==> src/rtl/deconv_seq_ctrl.sv <==
// rtl/deconv_seq_ctrl.sv - job sequencer for one transposed-convolution engine.
// Optional WAIT_DONE watchdog enabled by defining DECONV_TIMEOUT_EN.
module deconv_seq_ctrl #(
    parameter int N          = 2,
    parameter int K          = 3,
    parameter int PIXEL_BITS = 8,
    parameter int PIX_HOLD   = 12,
    parameter int TIMEOUT    = 1024
) (
    input  logic                          clk,
    input  logic                          rst,
    input  logic                          start,
    input  logic [$clog2(K)-1:0]          cfg_stride,
    input  logic [$clog2(K*K)-1:0]        cfg_ksize,
    input  logic                          w_valid,
    output logic                          w_ready,
    input  logic [PIXEL_BITS-1:0]         w_data,
    input  logic                          px_valid,
    output logic                          px_ready,
    input  logic [PIXEL_BITS-1:0]         px_data,
    output logic                          out_valid,
    input  logic                          out_ready,
    output logic [PIXEL_BITS-1:0]         out_data,
    output logic                          out_last,
    output logic                          busy,
    output logic                          job_done,
    output logic                          error,
    output logic                          eng_enable,
    output logic                          eng_strobe,
    output logic [PIXEL_BITS-1:0]         eng_kernel_weight,
    output logic [PIXEL_BITS-1:0]         eng_pixel,
    output logic [$clog2(K)-1:0]          eng_stride,
    output logic [$clog2(K*K)-1:0]        eng_number_weights,
    output logic [$clog2(N*N)-1:0]        eng_pixel_number,
    output logic [$clog2(N*N*K*K)-1:0]    eng_result_address,
    input  logic [PIXEL_BITS-1:0]         eng_final_output,
    input  logic                          eng_done
);

    localparam int SW  = $clog2(K);
    localparam int KW  = $clog2(K*K);
    localparam int PW  = $clog2(N*N);
    localparam int AW  = $clog2(N*N*K*K);
    localparam int HW  = $clog2(PIX_HOLD);
    localparam int WTW = 2*KW;

    localparam logic [AW-1:0] LAST_ADDR = AW'(N*N*K*K-1);
    localparam logic [PW-1:0] LAST_PIX  = PW'(N*N-1);

    localparam logic [2:0] S_IDLE      = 3'd0;
    localparam logic [2:0] S_ARM       = 3'd1;
    localparam logic [2:0] S_LOAD_W    = 3'd2;
    localparam logic [2:0] S_PIX       = 3'd3;
    localparam logic [2:0] S_WAIT_DONE = 3'd4;
    localparam logic [2:0] S_READOUT   = 3'd5;

    logic [2:0]            state_q, state_d;
    logic [WTW-1:0]        w_cnt_q, w_cnt_d;
    logic [HW-1:0]         hold_q, hold_d;
    logic [PW-1:0]         px_idx_q, px_idx_d;
    logic                  px_last_q, px_last_d;
    logic [AW-1:0]         rd_addr_q, rd_addr_d;
    logic                  eng_enable_q, eng_enable_d;
    logic                  eng_strobe_q, eng_strobe_d;
    logic [PIXEL_BITS-1:0] eng_kernel_weight_q, eng_kernel_weight_d;
    logic [PIXEL_BITS-1:0] eng_pixel_q, eng_pixel_d;
    logic [SW-1:0]         eng_stride_q, eng_stride_d;
    logic [KW-1:0]         eng_number_weights_q, eng_number_weights_d;
    logic [PW-1:0]         eng_pixel_number_q, eng_pixel_number_d;
    logic                  job_done_q, job_done_d;
    logic [WTW-1:0]        w_total;

`ifdef DECONV_TIMEOUT_EN
    localparam int TW = $clog2(TIMEOUT);
    logic [TW-1:0]         wd_q, wd_d;
    logic                  error_q, error_d;
`endif

    // The latched kernel side doubles as the weight-count limit.
    assign w_total = {{KW{1'b0}}, eng_number_weights_q} * {{KW{1'b0}}, eng_number_weights_q};

    assign busy      = (state_q != S_IDLE);
    assign w_ready   = (state_q == S_LOAD_W);
    assign px_ready  = (state_q == S_PIX) && (hold_q == '0) && !px_last_q;
    assign out_valid = (state_q == S_READOUT);
    assign out_data  = out_valid ? eng_final_output : '0;
    assign out_last  = out_valid && (rd_addr_q == LAST_ADDR);

    assign eng_enable         = eng_enable_q;
    assign eng_strobe         = eng_strobe_q;
    assign eng_kernel_weight  = eng_kernel_weight_q;
    assign eng_pixel          = eng_pixel_q;
    assign eng_stride         = eng_stride_q;
    assign eng_number_weights = eng_number_weights_q;
    assign eng_pixel_number   = eng_pixel_number_q;
    assign eng_result_address = rd_addr_q;
    assign job_done           = job_done_q;

`ifdef DECONV_TIMEOUT_EN
    assign error = error_q;
`else
    assign error = 1'b0;
`endif

    always_comb begin
        state_d              = state_q;
        w_cnt_d              = w_cnt_q;
        hold_d               = hold_q;
        px_idx_d             = px_idx_q;
        px_last_d            = px_last_q;
        rd_addr_d            = rd_addr_q;
        eng_enable_d         = 1'b0;
        eng_strobe_d         = 1'b0;
        eng_kernel_weight_d  = eng_kernel_weight_q;
        eng_pixel_d          = eng_pixel_q;
        eng_stride_d         = eng_stride_q;
        eng_number_weights_d = eng_number_weights_q;
        eng_pixel_number_d   = eng_pixel_number_q;
        job_done_d           = 1'b0;
`ifdef DECONV_TIMEOUT_EN
        wd_d                 = '0;
        error_d              = error_q;
`endif
        case (state_q)
            S_IDLE: begin
                if (start) begin
                    state_d      = S_ARM;
                    eng_enable_d = 1'b1;
                    eng_stride_d = cfg_stride;
                    if (cfg_ksize == '0 || cfg_ksize > KW'(K)) begin
                        eng_number_weights_d = KW'(K);
                    end else begin
                        eng_number_weights_d = cfg_ksize;
                    end
                    w_cnt_d   = '0;
                    hold_d    = '0;
                    px_idx_d  = '0;
                    px_last_d = 1'b0;
                    rd_addr_d = '0;
                end
            end
            S_ARM: begin
                state_d = S_LOAD_W;
            end
            S_LOAD_W: begin
                if (w_valid) begin
                    eng_strobe_d        = 1'b1;
                    eng_kernel_weight_d = w_data;
                    if (w_cnt_q == w_total - WTW'(1)) begin
                        state_d = S_PIX;
                    end else begin
                        w_cnt_d = w_cnt_q + WTW'(1);
                    end
                end
            end
            S_PIX: begin
                // The hold counter covers the cycles after the load edge, so a
                // reload lands exactly PIX_HOLD cycles after the previous one.
                if (hold_q != '0) begin
                    hold_d = hold_q - HW'(1);
                end else if (px_last_q) begin
                    state_d = S_WAIT_DONE;
                end else if (px_valid) begin
                    eng_pixel_d        = px_data;
                    eng_pixel_number_d = px_idx_q;
                    hold_d             = HW'(PIX_HOLD-1);
                    if (px_idx_q == LAST_PIX) begin
                        px_last_d = 1'b1;
                    end else begin
                        px_idx_d = px_idx_q + PW'(1);
                    end
                end
            end
            S_WAIT_DONE: begin
                if (eng_done) begin
                    state_d = S_READOUT;
`ifdef DECONV_TIMEOUT_EN
                end else if (wd_q == TW'(TIMEOUT-1)) begin
                    error_d = 1'b1;
                    state_d = S_READOUT;
                end else begin
                    wd_d = wd_q + TW'(1);
`endif
                end
            end
            S_READOUT: begin
                if (out_ready) begin
                    if (rd_addr_q == LAST_ADDR) begin
                        state_d    = S_IDLE;
                        job_done_d = 1'b1;
                        rd_addr_d  = '0;
                    end else begin
                        rd_addr_d = rd_addr_q + AW'(1);
                    end
                end
            end
            default: begin
                state_d = S_IDLE;
            end
        endcase
    end

    always_ff @(posedge clk) begin
        if (rst) begin
            state_q              <= S_IDLE;
            w_cnt_q              <= '0;
            hold_q               <= '0;
            px_idx_q             <= '0;
            px_last_q            <= 1'b0;
            rd_addr_q            <= '0;
            eng_enable_q         <= 1'b0;
            eng_strobe_q         <= 1'b0;
            eng_kernel_weight_q  <= '0;
            eng_pixel_q          <= '0;
            eng_stride_q         <= '0;
            eng_number_weights_q <= '0;
            eng_pixel_number_q   <= '0;
            job_done_q           <= 1'b0;
`ifdef DECONV_TIMEOUT_EN
            wd_q                 <= '0;
            error_q              <= 1'b0;
`endif
        end else begin
            state_q              <= state_d;
            w_cnt_q              <= w_cnt_d;
            hold_q               <= hold_d;
            px_idx_q             <= px_idx_d;
            px_last_q            <= px_last_d;
            rd_addr_q            <= rd_addr_d;
            eng_enable_q         <= eng_enable_d;
            eng_strobe_q         <= eng_strobe_d;
            eng_kernel_weight_q  <= eng_kernel_weight_d;
            eng_pixel_q          <= eng_pixel_d;
            eng_stride_q         <= eng_stride_d;
            eng_number_weights_q <= eng_number_weights_d;
            eng_pixel_number_q   <= eng_pixel_number_d;
            job_done_q           <= job_done_d;
`ifdef DECONV_TIMEOUT_EN
            wd_q                 <= wd_d;
            error_q              <= error_d;
`endif
        end
    end

endmodule
==> config.mk <==
export PLATFORM = sky130hd
export DESIGN_NAME = deconv_seq_ctrl
export DESIGN_NICKNAME = d
export VERILOG_FILES = /design/src/rtl/deconv_seq_ctrl.sv
export SDC_FILE = /design/constraint.sdc
export NUM_CORES = 1
export LEC_CHECK = 0
export ABC_CLOCK_PERIOD_IN_PS = 8100
export CORE_ASPECT_RATIO = 1.4
export CORE_UTILIZATION = 26
export CTS_BUF_LIST = sky130_fd_sc_hd__clkbuf_4 sky130_fd_sc_hd__clkbuf_8 sky130_fd_sc_hd__clkbuf_16
export CTS_CLUSTER_DIAMETER = 50
export CTS_CLUSTER_SIZE = 25
export DETAILED_ROUTE_END_ITERATION = 7
export SYNTH_ARGS = -nofsm -noshare
export SYNTH_HDL_FRONTEND = slang
export SYNTH_SLANG_ARGS = --single-unit
==> constraint.sdc <==
create_clock -name clk -period 8.1 [get_ports clk]
set_clock_uncertainty 0.1 [all_clocks]
set_input_delay 2.025 -clock clk [delete_from_list [all_inputs] [get_ports clk]]
set_output_delay 2.025 -clock clk [all_outputs]
set_load 0.01 [all_outputs]
# Yosys cells after proc, flatten, opt, wreduce, memory -nomap -nowiden
# Index checks and enable logic that the tools add are counted.
# W data, S select, Z words.
[op_classes] n_mul=1 n_shift=0 bitwise_logic=6 n_lt_le_gt_ge=1 n_mux=39 addsub=5 eq_ne=22 reduce_logical=25 div=0
[ops] op="$mux W8" n=4
[ops] op="$mux W3" n=8
[ops] op="$mux W4" n=5
[ops] op="$mux W6" n=3
[ops] op="$ne A2 B2 Y1 const B" n=9
[ops] op="$pmux W3 S6" n=1
[ops] op="$pmux W8 S2" n=1
[ops] op="$pmux W6 S2" n=1
[ops] op="$reduce_and A4 Y1" n=3
[ops] op="$mux W2" n=5
[ops] op="$add A8 B1 Y8 const B" n=1
[ops] op="$eq A8 B8 Y1" n=1
[ops] op="$logic_not A4 Y1" n=2
[ops] op="$mul A4 B4 Y8" n=1
[ops] op="$mux W1" n=8
[ops] op="$pmux W4 S2" n=1
[ops] op="$reduce_and A8 Y1" n=1
[ops] op="$sub A8 B1 Y8 const B" n=1
[ops] op="$add A6 B1 Y6 const B" n=1
[ops] op="$eq A3 B2 Y1 const B" n=2
[ops] op="$eq A3 B3 Y1 const B" n=2
[ops] op="$eq A6 B6 Y1 const B" n=1
[ops] op="$ne A2 B1 Y1 const B" n=3
[ops] op="$ne A3 B2 Y1 const B" n=2
[ops] op="other kinds (20)" n=32
[totals] register_bits=51 input_bits=37 mem_bits_rw=0 n_memories=0 rom_bits=0 latchBits=0 output_inout_bits=47

# Depth between registers and ports, before layout
# Gate-level depths: netlist of the first run.
[logic_depth] word_depth=6 mapped_depth=14

# Least setup slack after synthesis of the first run
# Ideal clock, no wire load.
[synth_path] path_type="in2out" start="in eng_final_output[0]" end="out out_data[0]" required_time_ns=5.975 t_arrival_ns=2.171 n_path_buf=0 path_stages=1 path_slack_ns=3.804 cell_sequence="and2_1"
[synth_via] elab_chain_cells=1
[synth_lines] item="start: declaration" line_no="36" rtl="input logic [PIXEL_BITS-1:0] eng_final_output,"
[synth_lines] item="$mux W8" line_no="86" rtl="assign out_data = out_valid ? eng_final_output : '0;"
[synth_lines] item="end: declaration" line_no="23" rtl="output logic [PIXEL_BITS-1:0] out_data,"
# No other way between the ends.

# Worst setup path in the final report of the first run
[layout_path] start="in eng_final_output[6]" end="out out_data[6]"
# Same word-level chain as after synthesis.

==> results of run 1 <==
[area by class of cell]
cell class              instances  area (µm²)
multi-input cells             254        1600
well taps                     138         173
fillers                      1106        6530
repair buffers                 83         823
clock inverters                 3        26.3
inverters                      15        56.3
flip-flops and latches         51        1020
clock buffers                   5         125
[cell usage in the layout (no fill, tap or decap), drive strengths merged, types with 7 or more instances in the layout]
| master | netlist | layout |
|---|---|---|
| a21oi | 36 | 36 |
| ha | 13 | 13 |
| inv | 15 | 17 |
| dfxtp | 51 | 51 |
| nand3 | 16 | 16 |
| o21ai | 7 | 7 |
| xnor2 | 9 | 9 |
| nand2 | 47 | 47 |
| and2 | 10 | 10 |
| nor3 | 13 | 13 |
| nor2 | 29 | 29 |
| clkdlybuf4s50 | 0 | 81 |
[worst paths after layout]
| path | from | endpoint | slack (ps) | depth (start not counted) |
|---|---|---|---|---|
| setup / recovery | eng_final_output[6] | out_data[6] | 2820 | 3 |
| hold / removal | eng_pixel[7] | eng_pixel[7] | 350 | 2 |
| setup reg to reg | eng_number_weights[1] | w_cnt_q[1] | 4560 | 12 |
| hold reg to reg | eng_pixel[7] | eng_pixel[7] | 350 | 2 |
[kinds of logic after synthesis]
group | after synthesis | synth area share [%]
simple gates | 142 | 25.8
buf+inv | 33 | 5.14
flops | 51 | 37.1
compound gates | 76 | 18.0
xor+xnor | 16 | 5.64
mux | 6 | 2.27
other cells | 1 | 0.136
fa+ha+maj | 13 | 5.91
[state kept, by name (all words and copies together) (netlist names)]
| signal | cells |
|---|---|
| job_done | 1 |
| eng_pixel | 8 |
| state_q | 3 |
| eng_strobe | 1 |
| eng_stride | 2 |
| eng_number_weights | 4 |
| px_last_q | 1 |
| eng_enable | 1 |
| hold_q | 4 |
| w_cnt_q | 8 |
| eng_kernel_weight | 8 |
| px_idx_q | 2 |
| eng_result_address | 6 |
| eng_pixel_number | 2 |
[power breakdown]
| part | switching, mW | leakage [nW] | internal, mW | total, mW |
|---|---|---|---|---|
| Sequential | 0.0328 | 0.413 | 0.273 | 0.306 |
| Clock | 0.103 | 0.0748 | 0.118 | 0.221 |
| Combinational | 0.135 | 0.828 | 0.116 | 0.251 |
| Total | 0.271 | 1.32 | 0.507 | 0.777 |
[synth_stat cells, drive strengths merged (3+ instances only)]
library cell	instances	share of area [%]
nand2b	3	0.95
a21oi	36	6.7
dfxtp	51	37
nand4	4	0.91
xor2	6	1.9
nand3	16	2.9
ha	13	5.9
xnor2	9	2.9
o21ai	7	1.3
nor4b	5	1.6
nor2	29	4.0
and2	10	2.3
a21o	4	1.1
and3	5	1.2
nor3	13	2.5
mux2i	4	1.5
a211oi	5	1.4
nand2	47	6.4
inv	15	2.0
clkbuf	13	2.1
buf	5	0.95
a31oi	3	0.68
o22ai	4	0.91
[routing by layer]
metal  wire [µm]  track usage (%)  vias up
met5           0                0        -
met4          96             4.46        0
met3         399             3.25        7
met2        3490             24.3       66
met1        2920             14.7     1213
li1            -                -     1328
[per-stage QoR]
step / setup slack (ps) / total power [mW] / cell area, µm² / hold slack [ps] / std cells
after detailed placement: 2810 / 0.566 / 3670 / 346 / 541
after global routing: 2790 / 0.832 / 3820 / 378 / 549
final: 2820 / 0.777 / 3820 / 354 / 549
after floorplan: 3800 / 0.471 / 2750 / 345 / 338
after CTS: 2810 / 0.790 / 3820 / 357 / 549
after global placement: 2830 / 0.560 / 3670 / 342 / 541
[tightest hold or removal path: cells and delay by family, from the launching register on]
kind	cells	cell delay [ps]
AND/OR/NAND/NOR	1	50
AO/OA/AOI/OAI	1	50
flip-flops	1	310
==> summary.md, run 1 <==
| Metric | Value |
|---|---|
| Fin nets | 460 |
| # port buffers | 82 |
| Unrepaired setup endpoints after global routing | false |
| Worst setup EP type | output pin |
| Row cnt | 44 |
| Post-CTS resize count | 0 |
| Top Ports | 84 |
| Finish-stage setup viols | 0 |
| Avg Cell Area, Syn | 8.14 µm² |
| Slowest-stage cell, CP | clkdlybuf4s50_1 |
| Clk sinks | 51 |
| Max cap viols | 0 |
| Seq/Total Area, Yosys | 37.1% |
| Fin util | 36.9% |
| Initial antenna violation count | 0 |
| Least-Margin Pin Slew | 1100 ps |
| Synth warnings | 0 |
| Root Buffer | clkbuf_16 |
| CTS clock-pin slew for the worst setup and hold paths | 70 ps |
| Pre-antenna DRT Iters | 4 |
| Largest stage delay on the critical path | 540 ps |
| EDFF count, synth | 0 |
| Worst Hold Class | flip-flop to flip-flop |
| Peak Freq | 0.189 GHz |
| Global route total overflow | 0 |
| Max VDD drop | 0.0807 mV |
| Slew Viols, Final | 0 |
| Critical Path RT | 5980 ps |
| Cell mode on critical path | clkdlybuf4s50_1 |
| Post-Route WL | 6910 µm |
| Mapped Cells | 338 |
| Critical path, cell by cell | clkdlybuf4s50_1, and2_1, clkdlybuf4s50_1 |
| Fin crit period | 5280 ps |
| Flops & latches, synth | 51 |
| Crit path kind | input port to output pin |
| Die H | 124 µm |
| Run status | completed |
| DR iter-0 viols | 95 |
| Synthesis-to-layout area growth | 38.8% |
| Setup Buffers After CTS | 0 |
| Post-DRT Antenna Nets | 0 |
| Synth Cell Area | 0.00275 mm² |
| CTS H-Tree Depth | 2 |
| Skew-Pair Late Insertion Delay | 300 ps |
| Horiz. Die Dim | 89.0 µm |
| Max clock buf depth | 2 |
| WL/cell | 12.6 µm |
| Final worst-path cycle share | 65.2% |
| CTS Buf Count | 5 |
| Largest net degree at the start of global routing | 44 |
| Slew headroom | 26.6% |
| Async set-reset flop share out of synthesis | 0% |
| Share of cells above drive strength 1 | 5.35% |
| Drt via density | 4.76 |
| First-pass GRT wire length | 11400 µm |
| Leak | 1.32 nW |
| Crit-path max FO | 1 |
| PD cells | 203 mW/mm² |
| Die area | 0.0110 mm² |
| Setup TNS Final | 0 ps |
| Critical path buffer and inverter count | 2 |
| Vias in the first global route | 2613 |
| Antenna Diode Count | 0 |
| Core area | 0.0103 mm² |
| Placed wire-length estimate | 5110 µm |
| Synthesized net count | 388 |
| Hold-fix buffers, CTS | 0 |
| Worst Path Arrival | 3150 ps |
| CTS tree | built |
| Remaining DRCs | 0 |
| Cell variety after synth | 54 |
| Total number of vias | 2614 |
| Ys flop type | dfxtp_1 |
| Critical path's top delay family | buffers and inverters |
| Initial core utilization | 26.6% |
| Final Hold Vio Count | 0 |
| Startpoint Class | input port |
| Global Route Usage Sum | 13.2% |
| Routability Congestion | 0.760 |
Note: power is estimated with default switching activity, not from simulation.
==> run 2: changes to the inputs <==
- ABC_CLOCK_PERIOD_IN_PS: 8100 -> 5350
- clock period: 8.1 -> 5.35 ns (I/O delays scaled with it)
==> run 2 against run 1 <==
Against the previous run:
- critical endpoint unchanged
- design area grew 0.23%
- total power grew 51%
- combinational power grew 52%
- utilization grew 0.085 points
- worst hold slack is essentially flat
- largest cell class unchanged
- highest routed layer unchanged
- sequential share of layout area shrank 0.061 points
==> summary.md, run 2 (synthesis gave the netlist of run 1 again) <==
| Metric | Value |
|---|---|
| Pre-antenna DRT Iters | 4 (unchanged) |
| Max cap viols | 0 (unchanged) |
| Least-Margin Pin Slew | 820 ps (was 1100 ps) |
| Critical Path RT | 3910 ps (was 5980 ps) |
| Antenna Diode Count | 0 (unchanged) |
| Slew headroom | 45.3% (was 26.6%) |
| Leak | 1.32 nW (about the same) |
| CTS clock-pin slew for the worst setup and hold paths | 70 ps (about the same) |
| Critical path's top delay family | buffers and inverters (unchanged) |
| Root Buffer | clkbuf_16 (unchanged) |
| Top Ports | 84 (unchanged) |
| CTS Buf Count | 5 (unchanged) |
| Post-Route WL | 6850 µm (was 6910 µm) |
| Die area | 0.0110 mm² (unchanged) |
| Crit-path max FO | 1 (unchanged) |
| Post-DRT Antenna Nets | 0 (unchanged) |
| Vias in the first global route | 2494 (was 2613) |
| Post-CTS resize count | 0 (unchanged) |
| First-pass GRT wire length | 11300 µm (was 11400 µm) |
| Setup TNS Final | 0 ps (unchanged) |
| Crit path kind | input port to output pin (unchanged) |
| Drt via density | 4.77 (was 4.76) |
| Initial core utilization | 26.6% (unchanged) |
| Wire length on met1 | 2960 µm (was 2920 µm) |
| CTS tree | built (unchanged) |
| Horiz. Die Dim | 89.0 µm (unchanged) |
| Slowest-stage cell, CP | clkdlybuf4s50_1 (unchanged) |
| Remaining DRCs | 0 (unchanged) |
| Synthesis-to-layout area growth | 39.1% (was 38.8%) |
| Initial antenna violation count | 0 (unchanged) |
| Placed wire-length estimate | 5030 µm (was 5110 µm) |
| Fin crit period | 3900 ps |
| Met3 WL post-DR | 378 µm (was 399 µm) |
| Die H | 124 µm (unchanged) |
| Total number of vias | 2624 (was 2614) |
| DR top layer | met4 (unchanged) |
| Final Hold Vio Count | 0 (unchanged) |
| Global Route Usage Sum | 13.1% (was 13.2%) |
| Finish-stage setup viols | 0 (unchanged) |
| Row cnt | 44 (unchanged) |
| Final Cell Area | 0.00383 mm² (was 0.00382 mm²) |
| Largest net degree at the start of global routing | 44 (unchanged) |
| Cell mode on critical path | clkdlybuf4s50_1 (unchanged) |
| Setup Buffers After CTS | 0 (unchanged) |
| CTS H-Tree Depth | 2 (unchanged) |
| Slew Viols, Final | 0 (unchanged) |
| Run status | completed (unchanged) |
| Placed inst area | 0.00368 mm² (was 0.00367 mm²) |
| WL/cell | 12.5 µm (was 12.6 µm) |
| Critical path buffer and inverter count | 2 (unchanged) |
| Clk sinks | 51 (unchanged) |
| # port buffers | 82 (unchanged) |
| Met2 Routed Length | 3410 µm (was 3490 µm) |
| Worst Hold Class | flip-flop to flip-flop (unchanged) |
| Startpoint Class | input port (unchanged) |
| Fin nets | 461 (was 460) |
| Max VDD drop | 0.124 mV (was 0.0807 mV) |
| Hold-fix buffers, CTS | 0 (unchanged) |
| Unrepaired setup endpoints after global routing | false (unchanged) |
| Peak Freq | 0.257 GHz |
| Routability Congestion | 0.776 (was 0.760) |
| Worst setup EP type | output pin (unchanged) |
| Critical path, cell by cell | clkdlybuf4s50_1, and2_1, clkdlybuf4s50_1 (unchanged) |
| Final WS setup | 1450 ps (was 2820 ps) |
| Commonest non-fill, non-tap cell in the layout | clkdlybuf4s50_1 (unchanged) |
| Max clock buf depth | 2 (unchanged) |
| Final worst-path cycle share | 72.8% |
| Skew-Pair Late Insertion Delay | 300 ps (about the same) |
| Core area | 0.0103 mm² (unchanged) |
| Global route total overflow | 0 (unchanged) |
| Fin util | 37.0% (was 36.9%) |
| Most frequent cells in the layout | clkdlybuf4s50_1, dfxtp_1, nand2_1 (unchanged) |
| Setup WS pre-CTS | 1440 ps (was 2810 ps) |
| Largest stage delay on the critical path | 540 ps (about the same) |
| Worst Path Arrival | 2460 ps (was 3150 ps) |
| Share of cells above drive strength 1 | 5.58% (was 5.35%) |
| DR iter-0 viols | 113 (was 95) |
| PD cells | 307 mW/mm² (was 203 mW/mm²) |
[run 2: worst paths after layout]
check / start / slack, ps / end / cells after the start
worst max-delay path: eng_final_output[6] / 1450 / out_data[6] / 3
worst min-delay path: eng_kernel_weight[1] / 350 / eng_kernel_weight[1] / 2
worst max register to register: eng_number_weights[1] / 1830 / w_cnt_q[1] / 12
worst min register to register: eng_kernel_weight[1] / 350 / eng_kernel_weight[1] / 2
[run 2: per-layer routing]
metal / vias up / global-route usage, %
met2: 68 / 24.1
met5: - / 0
met1: 1214 / 14.5
li1: 1334 / -
met3: 8 / 2.85
met4: 0 / 4.46
[run 2: final cells by class]
type,instances,area [µm²]
tap,138,173
timing repair buffer,84,831
fill,1122,6520
sequential,51,1020
clock buffer,5,125
clock inverter,3,27.5
multi-input combinational,254,1600
inverter,15,56.3
[run 2: tightest hold or removal path, delay by kind of cell (launching register included)]
family	cells	cell delay, ps
AO/OA/AOI/OAI	1	50
flip-flops	1	310
AND/OR/NAND/NOR	1	50
[run 2: metrics by stage]
step / cells / power, mW / hold slack (ps)
2_1_floorplan: 338 / 0.712 / 345
3_3_place_gp: 542 / 0.852 / 342
3_5_place_dp: 542 / 0.860 / 346
4_1_cts: 550 / 1.20 / 356
5_1_grt: 550 / 1.26 / 375
6_report: 550 / 1.18 / 354
[run 2: where the power goes]
part | internal (mW) | leakage (nW) | total, mW | switching [mW]
Combinational | 0.179 | 0.833 | 0.382 | 0.203
Clock | 0.178 | 0.0719 | 0.330 | 0.153
Sequential | 0.413 | 0.413 | 0.463 | 0.0501
Total | 0.770 | 1.32 | 1.18 | 0.406
